<file path="src/rtl/bus_arb_pkg.sv">
// Shared types and helpers for the N-master bus arbiter.
package bus_arb_pkg;

    typedef enum logic [1:0] {
        StIdle,
        StGrant,
        StAbort
    } arb_state_e;

    localparam int unsigned NO_GRANT = 0;

    // LSB of master idx's field inside a flattened per-master bus.
    function automatic int unsigned slice_lsb(input int unsigned idx, input int unsigned width);
        return idx * width;
    endfunction

endpackage

</file>
<file path="src/rtl/arb_rr_picker.sv">
// Combinational winner picker: lowest-index first, or round-robin starting after ptr_i.
module arb_rr_picker #(
    parameter int unsigned N    = 2,
    parameter int unsigned IdxW = 1
) (
    input  logic [N-1:0]    req_i,
    input  logic [IdxW-1:0] ptr_i,
    input  logic            rr_mode_i,
    output logic [N-1:0]    win_oh_o,
    output logic [IdxW-1:0] win_idx_o,
    output logic            valid_o
);

    int unsigned     cand;
    logic [IdxW-1:0] cand_idx;

    always_comb begin
        win_oh_o  = '0;
        win_idx_o = '0;
        valid_o   = 1'b0;
        cand      = 0;
        cand_idx  = '0;
        for (int unsigned k = 0; k < N; k++) begin
            cand     = rr_mode_i ? (32'(ptr_i) + k + 1) % N : k;
            cand_idx = IdxW'(cand);
            if (!valid_o && req_i[cand_idx]) begin
                valid_o            = 1'b1;
                win_oh_o[cand_idx] = 1'b1;
                win_idx_o          = cand_idx;
            end
        end
    end

endmodule

</file>
<file path="src/rtl/bus_arbiter_n.sv">
// N-master bus arbiter: one tenure per grant, held until trans_done or owner withdrawal.
// Define ARBITER_TIMEOUT_EN to add a watchdog that aborts tenures after TIMEOUT_CYCLES.
module bus_arbiter_n
    import bus_arb_pkg::*;
#(
    parameter int unsigned N_MASTERS      = 2,
    parameter int unsigned SLV_W          = 2,
    parameter int unsigned ROUND_ROBIN    = 0,
    parameter int unsigned TIMEOUT_CYCLES = 255,
    parameter int unsigned GNT_W          = $clog2(N_MASTERS + 1)
) (
    input  logic                       clk,
    input  logic                       rst,
    input  logic [N_MASTERS-1:0]       m_request,
    input  logic [N_MASTERS*SLV_W-1:0] m_slave_sel,
    input  logic                       trans_done,
    output logic [N_MASTERS-1:0]       m_grant,
    output logic [GNT_W-1:0]           bus_grant,
    output logic [SLV_W-1:0]           slave_sel,
    output logic                       bus_busy,
    output logic                       arbiter_busy,
    output logic                       timeout
);

    localparam int unsigned IdxW = (N_MASTERS > 1) ? $clog2(N_MASTERS) : 1;

    arb_state_e           state_q, state_d;
    logic [N_MASTERS-1:0] grant_q, grant_d;
    logic [IdxW-1:0]      owner_q, owner_d;
    logic [IdxW-1:0]      ptr_q, ptr_d;
    logic [SLV_W-1:0]     slave_sel_q, slave_sel_d;

    logic [N_MASTERS-1:0] pick_oh;
    logic [IdxW-1:0]      pick_idx;
    logic                 pick_valid;
    logic                 owner_release;

    logic [SLV_W-1:0] sel_arr [N_MASTERS];

    for (genvar g = 0; g < N_MASTERS; g++) begin : gen_sel_slice
        assign sel_arr[g] = m_slave_sel[slice_lsb(g, SLV_W) +: SLV_W];
    end

    arb_rr_picker #(
        .N    (N_MASTERS),
        .IdxW (IdxW)
    ) u_picker (
        .req_i     (m_request),
        .ptr_i     (ptr_q),
        .rr_mode_i (ROUND_ROBIN != 0),
        .win_oh_o  (pick_oh),
        .win_idx_o (pick_idx),
        .valid_o   (pick_valid)
    );

    // Tenure ends on trans_done or when the owner drops its own request.
    assign owner_release = trans_done || ((m_request & grant_q) == '0);

`ifdef ARBITER_TIMEOUT_EN
    localparam int unsigned CntW    = $clog2(TIMEOUT_CYCLES + 1);
    localparam logic [CntW-1:0] LastCnt = CntW'(TIMEOUT_CYCLES - 1);

    logic [CntW-1:0] cnt_q, cnt_d;

    always_ff @(posedge clk or negedge rst) begin
        if (!rst) begin
            cnt_q <= '0;
        end else begin
            cnt_q <= cnt_d;
        end
    end
`else
    logic unused_timeout_cfg;
    assign unused_timeout_cfg = ^TIMEOUT_CYCLES;
`endif

    always_ff @(posedge clk or negedge rst) begin
        if (!rst) begin
            state_q <= StIdle;
        end else begin
            state_q <= state_d;
        end
    end

    always_ff @(posedge clk or negedge rst) begin
        if (!rst) begin
            grant_q     <= '0;
            owner_q     <= '0;
            ptr_q       <= IdxW'(N_MASTERS - 1);
            slave_sel_q <= '0;
        end else begin
            grant_q     <= grant_d;
            owner_q     <= owner_d;
            ptr_q       <= ptr_d;
            slave_sel_q <= slave_sel_d;
        end
    end

    always_comb begin
        state_d     = state_q;
        grant_d     = grant_q;
        owner_d     = owner_q;
        ptr_d       = ptr_q;
        slave_sel_d = slave_sel_q;
`ifdef ARBITER_TIMEOUT_EN
        cnt_d       = cnt_q;
`endif
        unique case (state_q)
            StIdle: begin
                if (pick_valid) begin
                    state_d     = StGrant;
                    grant_d     = pick_oh;
                    owner_d     = pick_idx;
                    ptr_d       = pick_idx;
                    slave_sel_d = sel_arr[pick_idx];
`ifdef ARBITER_TIMEOUT_EN
                    cnt_d       = '0;
`endif
                end
            end
            StGrant: begin
                if (owner_release) begin
                    state_d = StIdle;
                    grant_d = '0;
                end
`ifdef ARBITER_TIMEOUT_EN
                else if (cnt_q == LastCnt) begin
                    state_d = StAbort;
                    grant_d = '0;
                end else begin
                    cnt_d = cnt_q + CntW'(1);
                end
`endif
            end
            StAbort: begin
                state_d = StIdle;
            end
            default: begin
                state_d = StIdle;
            end
        endcase
    end

    always_comb begin
        m_grant      = '0;
        bus_grant    = GNT_W'(NO_GRANT);
        slave_sel    = '0;
        bus_busy     = 1'b0;
        arbiter_busy = (state_q != StIdle);
        timeout      = 1'b0;
        if (state_q == StGrant) begin
            m_grant   = grant_q;
            bus_grant = GNT_W'(owner_q) + GNT_W'(1);
            slave_sel = slave_sel_q;
            bus_busy  = 1'b1;
        end
`ifdef ARBITER_TIMEOUT_EN
        timeout = (state_q == StAbort);
`endif
    end

endmodule

</file>
<file path="config.mk">
export PLATFORM = sky130hd
export DESIGN_NAME = bus_arbiter_n
export DESIGN_NICKNAME = d
export VERILOG_FILES = /design/src/rtl/bus_arb_pkg.sv /design/src/rtl/arb_rr_picker.sv /design/src/rtl/bus_arbiter_n.sv
export SDC_FILE = /design/constraint.sdc
export NUM_CORES = 1
export LEC_CHECK = 0
export CORE_MARGIN = 4
export CORE_UTILIZATION = 28
export CTS_CLUSTER_SIZE = 28
export DETAILED_ROUTE_END_ITERATION = 7
export DONT_BUFFER_PORTS = 1
export PLACE_DENSITY = 0.44
export SLEW_MARGIN = 20
export SYNTH_ARGS = -nofsm -noshare
export SYNTH_HDL_FRONTEND = slang
export SYNTH_SLANG_ARGS = --single-unit
export TNS_END_PERCENT = 100
</file>
<file path="constraint.sdc">
create_clock -name clk -period 1.2 [get_ports clk]
set_clock_uncertainty 0.05 [all_clocks]
set_input_delay 0.24 -clock clk [delete_from_list [all_inputs] [get_ports clk]]
set_output_delay 0.24 -clock clk [all_outputs]
set_load 0.1 [all_outputs]
</file>
* Word level (Yosys, flattened, before mapping) *
Cells that the tools add are included.

storage, ports and cells
  flip-flop bits (word level) = 7
  logic and storage cells = 38

cells by class
  add/subtract/negate cells = 1
  order comparisons = 1
  eq/ne operators = 3
  muxes and demuxes = 17
  bitwise operators = 2
  reductions and logical operators = 10

operators by type and width
  operator                                                   count
  2-to-1 mux 2 bit                                           10
  one-hot mux 2 bit (2 select lines)                         2
  2-to-1 mux 1 bit                                           5
  zero test 2 bit                                            2
  != test 2 bit (second input constant)                      2
  AND reduction 2 bit                                        2
  nonzero test 2 bit                                         2
  AND reduction 3 bit                                        1
  adder 1 x 1 -> 2 bit (second input constant)               1
  AND 2 bit                                                  1
  == test 2 x 1 -> 1 bit (second input constant)             1
  greater-or-equal comparator 2 bit (second input constant)  1
  NOT 1 -> 2 bit                                             1
  logical AND 1 bit                                          1
  zero test 1 bit                                            1
  logical OR 1 bit                                           1

* Depth between registers and ports, before layout *
  word-level depth = 8
  gate-level depth with buffers = 4
  mapped depth without buffers = 3

* By module *
A second synthesis with hierarchy kept.

second synthesis, totals
  cells, all modules = 41
  area, all modules = 460.4 sq um

modules (own cells, without submodules)
  module         instances  cells each  area an instance (sq um)  seq. area each (sq um)
  bus_arbiter_n  1          35          416.6                     176.4
  arb_rr_picker  1          6           43.8                      0.0

* Worst setup path before layout *
No wires, ideal clock.

  kind = reg2out
  from = register state_q[0]
  to = output bus_grant[0]
  arrival time = 2492 ps
  required time = 910 ps
  slack = -1582 ps
  cell stages (with the launch flop) = 4
  cell sequence = dfrtp_1 > buf_6 > inv_1 > nor2_1

on the way
  word-level cells in the longest chain between the ends = 2

ends and longest elaborated chain
  what                      RTL line              RTL
  start: declaration        bus_arbiter_n.sv:27   arb_state_e state_q, state_d;
  start signal: assignment  bus_arbiter_n.sv:79   state_q <= StIdle;
  start signal: assignment  bus_arbiter_n.sv:81   state_q <= state_d;
  == test 2 x 1 -> 1 bit    bus_arbiter_n.sv:151  if (state_q == StGrant) begin
  2-to-1 mux 2 bit          bus_arbiter_n.sv:151
  end: declaration          bus_arbiter_n.sv:18   output logic [GNT_W-1:0] bus_grant,

No other way between the ends.

* Worst setup path in the final report *
  from = register state_q[0]
  to = output slave_sel[0]

on the way
  word-level cells in the longest chain between the ends = 2

ends and longest elaborated chain
  what                    RTL line              RTL
  == test 2 x 1 -> 1 bit  bus_arbiter_n.sv:151
  2-to-1 mux 2 bit        bus_arbiter_n.sv:151
  end: declaration        bus_arbiter_n.sv:19   output logic [SLV_W-1:0] slave_sel,

No other way between the ends.

==> flow_summary.json <==
{
  "status": "finished with violations",
  "violations": "negative setup slack",
  "fin_crit_ns": 1.49,
  "cp_cell_sequence": "buf_6 > and2_4 > buf_12",
  "cts_buffers": 3,
  "syn_to_final_growth_pct": 65.8,
  "cts_root_buf": "clkbuf_4",
  "core-area_um2": 1170,
  "overflow": 0,
  "place.gp.congestion": 0.744,
  "rows": 12,
  "power.total_uw": 1620,
  "path_class": "register to output pin",
  "hold_viol_final": 0,
  "fin_ws_ns": -0.289,
  "syn_inst": 41,
  "synthDistinctLibCells": 20,
  "drv_slew": 0,
  "die_area_um2": 1960,
  "grt_pass1_wl_mm": 1.44,
  "clkSinkCount": 6,
  "vias": 330,
  "p_per_area_nw_per_um2": 2650,
  "synth_warnings": 0,
  "drt_iter0_drc": 7,
  "worstReg2RegStart": "state_q[0]",
  "routed_wl_um": 937,
  "cp_slowest_cell": "dfrtp_4",
  "clockBufferDepth": 2,
  "final_antenna_net_count": 0,
  "synth.top_cells.by_area": "dfrtp_1 (41%), a21oi_1 (8.1%), buf_4 (6.1%), and3b_2 (5.4%), and2_1 (5.1%)",
  "start_util": 0.315,
  "setup_viol": 12,
  "drive_gt1_frac": 0.547,
  "n_antenna_cell": 0,
  "ys_seq_area_frac": 0.407,
  "place.port_buffers": 0,
  "regToRegSetupSlack_ns": -0.15,
  "reg2regPathDepth": 4,
  "synth_top_area_share": 0.407,
  "ios": 18,
  "via_per_inst": 4.93,
  "clk_latency_ns": 0.26,
  "cp_slowest_stage_delay_ns": 0.51,
  "postLayoutCoreUtil": 0.522,
  "r2r_end": "grant_q[0]",
  "drc": 0,
  "period_share": 1.24,
  "tns_ns": -2.24,
  "track_usage": 0.101,
  "dpl_cell_area_um2": 490,
  "max_freq_mhz": 672,
  "die_h_um": 44.3,
  "rsz0062_at_grt": "true",
  "p_leak_uw": 0.000267,
  "crit_fanout": 4,
  "wire_per_inst_um": 14.0,
  "layout_common_cells": "a21oi_1 (6), buf_12 (6), dfrtp_1 (5), buf_6 (5), and2_4 (4)",
  "min_to": "state_q[0]",
  "antenna_found_initial": 0,
  "synth_nets": 50,
  "htreeDepth": 1,
  "nNetsFinal": 63,
  "drv_cap": 0,
  "cp-start-kind": "register",
  "cp-end-kind": "output pin",
  "cp_top_family": "flip-flops",
  "die_x_um": 44.3,
  "dpl.hpwl_um": 658,
  "ir_drop_v": 0.000970,
  "synth.largest_area_cell": "dfrtp_1",
  "grt_start_max_net_pins": 12,
  "final_cell_area_um2": 612,
  "cts.clk_slew.worst_paths_ns": 0.06,
  "crit_arrival_ns": 1.20,
  "ys_ff_latch": 6,
  "holdPathStages": 1,
  "firstDrtPassIters": 2,
  "cp_num_buf_inv": 2,
  "min-delay-start": "trans_done",
  "hp-class": "input pin to register",
  "worstPathRequired_ns": 0.91,
  "first_global_vias": 359,
  "cts_tree": "built",
  "syn_area_per_cell_um2": 9.00,
  "syn_area_um2": 369
}
layout make-up:
class,count,area [um^2]
clock buffers,4,26.3
repair buffers,12,186
multi-input cells,27,209
well taps,14,17.5
inverters,4,18.8
flip-flops and latches,6,154
fillers,108,559
power breakdown:
| part | switching [uW] | internal (uW) |
|---|---|---|
| Sequential | 60.5 | 265 |
| Clock | 87.4 | 127 |
| Combinational | 681 | 403 |
| Total | 829 | 794 |
worst max path at each step:
stage	from	to	slack, ns	cells after the start
3_3_place_gp	state_q[0]	grant_q[0]	-0.03	3
5_1_grt	state_q[0]	bus_grant[0]	-0.32	3
6_report	state_q[0]	slave_sel[0]	-0.29	3
4_1_cts	state_q[0]	slave_sel[0]	-0.28	3
3_5_place_dp	state_q[0]	grant_q[0]	-0.05	3
2_1_floorplan	state_q[0]	bus_grant[0]	-0.46	3
flip-flops by register name, summed over array words and instances (netlist names):
| register | cells |
|---|---|
| state_q | 1 |
| slave_sel_q | 2 |
| owner_q | 1 |
| grant_q | 2 |
logic make-up (layout without fill, tap and decap cells):
kind of cell | count (synthesis) | after routing | share of synthesized area
AOI/OAI and AO/OA | 15 | 15 | 0.271
buffers and inverters | 8 | 20 | 0.132
DFF | 6 | 6 | 0.407
other | 1 | 1 | 0.0102
and+or+nand+nor | 11 | 11 | 0.180
metrics by stage:
step | worst slack, ns | cells | hold WS, ns
after global routing | -0.319 | 67 | 0.0313
after detailed placement | -0.0481 | 58 | -0.105
after CTS | -0.284 | 67 | 0.0303
after global placement | -0.0275 | 58 | -0.105
final | -0.289 | 67 | 0.0295
after floorplan | -0.455 | 41 | -0.106
cell usage after synthesis, drive strengths merged:
master and count:
and3b 2, and2 4, dfrtp 6, o21ai 3, o21bai 1, nand2 2
a21o 1, inv 4, a22oi 1, nor2 3, o32ai 1, a21oi 7
a211oi 1, buf 4, conb 1
routing by layer:
metal	up-vias	routed length [um]	track usage
met2	16	489	0.174
met3	2	86	0.0447
met4	0	17	0.0723
met1	154	344	0.0931
met5	-	0	0
li1	158	-	-
repair_timing:
action	in CTS	in global routing
endpoints found under the setup margin	9	13
hold buffers	1	0
hold endpoints to repair	6	0
buffers inserted	4	1
resized for setup	12	7
pin swaps	1	1
No activity file was read; power rests on OpenSTA's default activity.
==> RTL change 1, RTL diff (config.mk and constraints unchanged) <==
Set the parameter `N_MASTERS` to 4 (it was 2).
--- a/src/rtl/bus_arbiter_n.sv
+++ b/src/rtl/bus_arbiter_n.sv
@@ -3,7 +3,7 @@
 module bus_arbiter_n
     import bus_arb_pkg::*;
 #(
-    parameter int unsigned N_MASTERS      = 2,
+    parameter int unsigned N_MASTERS      = 4,
     parameter int unsigned SLV_W          = 2,
     parameter int unsigned ROUND_ROBIN    = 0,
     parameter int unsigned TIMEOUT_CYCLES = 255,
Interface: changed (resized bus_grant, m_grant, m_request and m_slave_sel); port bits go from 18 to 27. No check against the original RTL was run, so the function may have changed too.
==> RTL change 1 against the original RTL <==
- the run still ends with negative setup slack left
- worst setup slack got worse by 0.093 ns
- critical path depth rose by 1
- final area rose by 53%
- global-route usage rose by 1.5 points
- hold slack got worse by 0.0044 ns
- wire length rose by 70%
- critical path type unchanged
- largest cell class unchanged
- sequential share of layout area fell by 0.72 points
- area after synthesis rose by 71%
- sequential cell count rose by 3
- final cell count rose by 69%
Power is not shown: default switching activity piles up to over one toggle a cycle in this logic, so the estimate is an artifact.
==> RTL change 1: results (changes against the original RTL) <==
metric,value,unit,change
CP Max Fanout,8,,+4
Worst R2R Setup Slack,-0.27,ns,-0.12 ns
net count after synthesis,87,,+74%
critical path class,reg2out,,
NumNets Final,103,,+63%
Fill cells,208,,+93%
CTS Buffer Depth,2,,unchanged
CP endpoint,m_grant[0],,
r2r worst-path depth,5,,+1
final setup violating endpoints,16,,+4
DRT Pass-1 Iters,4,,+2
DRT Wirelength,1.60,mm,+70%
critical path data arrival time,1.29,ns,+0.09 ns
DRT iter0 DRCs,11,,+4
TNS Setup,-4.16,ns,-1.91 ns
outcome,"complete, but fails checks",,
share of layout cells above drive strength 1,0.477,,-0.0704
post-synth cell types,27,,+35%
sequential fraction of the synthesis area,0.358,,-0.0489
failing checks,negative setup slack,,
synth cell count leaders,"dfrtp_1, nand2_1, inv_1",,
CTS Buf Count,3,,unchanged
Routability Congestion,0.688,,-7.5%
Worst R2R End,slave_sel_q[1]$_DFFE_PN0P_,,
first-pass GRT wire length,2.83,mm,+96%
crit-path leading delay family,flip-flops,,
largest registers,"grant_q x4, owner_q x2, slave_sel_q x2",,
reg2reg start,state_q[0]$_DFFE_PN0P_,,
H-tree Lvls,1,,unchanged
ys async rst share,1.00,,unchanged
clock slew at reported path FFs,0.07,ns,
Post-DP Area,832,um^2,+70%
vias in the first global route,601,,+67%
PnR worst setup slack,-0.381,ns,-0.0925 ns
ANT cells,0,,unchanged
critical path's largest stage delay,0.54,ns,+0.03 ns
via density per instance,4.85,,-1.5%
GR Util All Layers,0.116,,+0.0155
largest net degree at the start of global routing,12,,unchanged
DP Wirelength,1.15,mm,+75%
buffers added on ports,0,,unchanged
ranking of synthesized cells by area,"dfrtp_1, nand2_1, inv_1, a21oi_1, and2_1",,
-- RTL change 1: cell count changes in the layout (fill, tap and decap cells not counted), sizes merged, moves of 3 or more --
cell,change
nand2,+7
buf,+6
clkinvlp,+3
dfrtp,+3
-- RTL change 1: worst min-delay path by stage --
stage,to,slack [ns],cells after the start,from
floorplan,grant_q[0]$_DFFE_PN0P_,-0.11,0,rst
global placement,owner_q[0]$_DFFE_PN0P_,-0.11,0,rst
detailed placement,grant_q[3]$_DFFE_PN0P_,-0.11,0,rst
CTS,owner_q[0]$_DFFE_PN0P_,0.01,1,m_request[0]
global route,owner_q[0]$_DFFE_PN0P_,0.01,1,m_request[0]
finish,owner_q[0]$_DFFE_PN0P_,0.03,1,m_request[0]
-- RTL change 1: kinds of logic (layout without fill, tap and decap cells) --
family                     Yosys count  after routing  synth area share
DFF                                  9              9             0.358
and+or+nand+nor                     22             22             0.207
other                                1              1           0.00596
buffers and inverters               14             29             0.137
adders and majority gates            1              1            0.0199
AOI/OAI and AO/OA                   24             24             0.272
-- RTL change 1: per-layer routing --
layer | track usage | share of wire | wire [um] | vias up
met5 | 0 | 0 | 0 | -
met1 | 0.130 | 0.42 | 662 | 256
met4 | 0.0625 | 0.011 | 17 | 0
met3 | 0.0373 | 0.043 | 68 | 4
li1 | - | - | - | 277
met2 | 0.194 | 0.53 | 847 | 11
-- RTL change 1: per-stage QoR --
step                hold slack [ns]  worst slack [ns]  instances   util
floorplan                    -0.106            -0.407         71      -
CTS                          0.0148            -0.391        112  0.448
finish                       0.0251            -0.381        113  0.459
global placement             -0.105            -0.120        102  0.407
global route                 0.0111            -0.425        113  0.459
detailed placement           -0.105            -0.124        102  0.407
-- RTL change 1: area by class of cell --
cell class | instances | area [um^2] | share of cell area
Multi-Input combinational cell | 48 | 380 | 0.406
Sequential cell | 9 | 229 | 0.244
Timing Repair Buffer | 18 | 225 | 0.240
Clock buffer | 3 | 22.5 | 0.0240
Tap cell | 27 | 33.8 | 0.0360
Inverter | 7 | 41.3 | 0.0441
Clock inverter | 1 | 5.00 | 0.00534
-- RTL change 1: repair_timing --
action,4_1_cts,5_1_grt
hold buffers,1,0
gates resized for setup,4,3
setup endpoints to repair,14,17
endpoints found under the hold margin,9,0
setup buffers,5,1
pin swaps,3,1
-- RTL change 1: worst reg2reg max path, delay by kind of cell (launching register included) --
family	cells	cell delay, ns
flip-flops	1	0.54
AO/OA/AOI/OAI	3	0.46
buffers and inverters	2	0.31
==> RTL change 2, RTL diff (same flow settings) <==
Made on the original files. Re-encode `arb_state_e` (3 states) as one-hot, 3 bits wide.
--- a/src/rtl/bus_arb_pkg.sv
+++ b/src/rtl/bus_arb_pkg.sv
@@ -1,10 +1,10 @@
 // Shared types and helpers for the N-master bus arbiter.
 package bus_arb_pkg;
 
-    typedef enum logic [1:0] {
-        StIdle,
-        StGrant,
-        StAbort
+    typedef enum logic [2:0] {
+        StIdle  = 3'b001,
+        StGrant = 3'b010,
+        StAbort = 3'b100
     } arb_state_e;
 
     localparam int unsigned NO_GRANT = 0;
Behaviour: no difference found for any inputs over 10 cycles, from zero or initial values and one cycle with rst low; not proved beyond that.
==> RTL change 2 against the original RTL <==
- the flow still finishes with violations (negative setup slack)
- area after synthesis increased by 22%
- sequential power grew 47%
- register-to-register slack gained 0.03 ns
- maximum frequency down 7.9%
- final area increased by 22%
- worst setup slack got worse by 0.13 ns
- clock power rose by 3%
- total power is 48% higher
- largest power group unchanged
- sequential cell count is 1 higher
- wire length rose by 40%
- global-route usage rose by 3.0 points
==> RTL change 2: results (changes against the original RTL) <==
metric,value,unit,change
outcome,"complete, but fails checks",,
failing checks,negative setup slack,,
dpl ws,-0.189,ns,-0.141 ns
synth cell count leaders,"and2_1, dfrtp_1, a21oi_1, nand2_1",,
ys async rst share,1.00,,unchanged
r2r worst-path depth,5,,+1
DRT iter0 DRCs,5,,-2
DP Wirelength,958,um,+46%
post-synth cell types,27,,+35%
commonest register cell after synthesis,dfrtp_1,,
via density per instance,5.25,,+6.5%
clock slew at reported path FFs,0.06,ns,about the same
critical path's largest stage delay,0.53,ns,+0.02 ns
GR Util All Layers,0.131,,+0.0304
Fill cells,145,,+34%
Routability Congestion,0.777,,+4.4%
Synth Area in Compound Gates,0.209,,-0.0623
Worst R2R Setup Slack,-0.12,ns,+0.03 ns
CP max-delay cell,dfstp_2,,
net count after synthesis,58,,+16%
hold endpoint,slave_sel_q[1]$_DFFE_PN0P_,,
synth warn,0,,unchanged
# placed instances,74,,+28%
NumNets Final,75,,+19%
PnR worst setup slack,-0.416,ns,-0.127 ns
multiplexer area fraction after synthesis,0.0223,,+0.0223
final setup violating endpoints,13,,+1
Worst R2R End,slave_sel_q[1]$_DFFE_PN0P_,,
CP Max Fanout,7,,+3
largest registers,"grant_q x2, slave_sel_q x2, state_q x2",,
ranking of synthesized cells by area,"dfrtp_1, and2_1, dfstp_2, a21oi_1, nor2b_1",,
DR WL/cell,16.2,um,+16%
Post-DP Area,636,um^2,+30%
CTS Root Cell,clkbuf_4,,
sequential fraction of the synthesis area,0.393,,-0.0140
share of layout cells above drive strength 1,0.492,,-0.0549
hold_sp,m_request[0],,
synthesized instance count,49,,+20%
leakage power,0.328,nW,+23%
ANT cells,0,,unchanged
critical path data arrival time,1.33,ns,+0.13 ns
worst hold-check path type,in2reg,,
reg2reg start,state_q[0]$_DFFE_PN1P_,,
"non-filler cells, final",81,,+21%
maximum VDD drop,1.07,mV,+10%
first-pass GRT wire length,1.96,mm,+36%
vias in the first global route,452,,+26%
[RTL change 2: worst max-delay path, delay by kind of cell, from the launching register on]
| family | cells | cell delay [ns] |
|---|---|---|
| buffers and inverters | 1 | 0.16 |
| flip-flops | 1 | 0.53 |
| AND/OR/NAND/NOR | 2 | 0.38 |
[RTL change 2: layout make-up]
class	count	area (um^2)	area share
Multi-Input combinational cell	38	294	0.392
Tap cell	16	20.0	0.0267
Clock buffer	4	26.3	0.0351
Timing Repair Buffer	15	225	0.301
Inverter	1	7.51	0.0100
Sequential cell	7	176	0.235
[RTL change 2: timing repair]
action / 4_1_cts / 5_1_grt
hold endpoints to repair: 7 / 1
pin swaps: 2 / 3
resized for setup: 16 / 4
hold buffers: 1 / 1
endpoints found under the setup margin: 14 / 14
setup buffers: 3 / 0
[RTL change 2: routing by layer]
metal	vias to the layer above	global-route usage	wire length [um]
met5	-	0	0
li1	202	-	-
met1	210	0.137	509
met2	13	0.211	712
met3	0	0.0564	91
met4	0	0.0914	0
[RTL change 2: cell families after synthesis]
logic type             count (synthesis)
muxes                                  1
and+or+nand+nor                       21
AOI/OAI and AO/OA                     15
DFF                                    7
other                                  1
buffers and inverters                  4
[RTL change 2: worst max-delay path by stage]
stage,start,to,slack [ns],cells after the start
finish,state_q[0]$_DFFE_PN1P_,m_grant[0],-0.42,3
global route,state_q[0]$_DFFE_PN1P_,m_grant[1],-0.45,3
CTS,state_q[0]$_DFFE_PN1P_,m_grant[1],-0.43,3
detailed placement,state_q[0]$_DFFE_PN1P_,m_grant[1],-0.19,3
global placement,state_q[0]$_DFFE_PN1P_,m_grant[1],-0.18,3
floorplan,state_q[0]$_DFFE_PN1P_,bus_grant[0],-0.64,3
[RTL change 2: per-stage QoR]
| stage | hold WS [ns] | setup TNS [ns] | power, mW |
|---|---|---|---|
| 3_3_place_gp | -0.105 | -1.43 | 1.89 |
| 6_report | 0.0405 | -3.66 | 2.41 |
| 4_1_cts | 0.00148 | -4.01 | 2.42 |
| 5_1_grt | 0.0213 | -4.16 | 2.51 |
| 2_1_floorplan | -0.106 | -4.86 | 1.49 |
| 3_5_place_dp | -0.105 | -1.69 | 1.94 |
[RTL change 2: power breakdown]
group / total [mW] / internal (mW) / leakage, nW / switching, mW
logic: 1.71 / 0.722 / 0.230 / 0.983
clock network: 0.221 / 0.127 / 0.0150 / 0.0940
registers: 0.478 / 0.365 / 0.0839 / 0.113
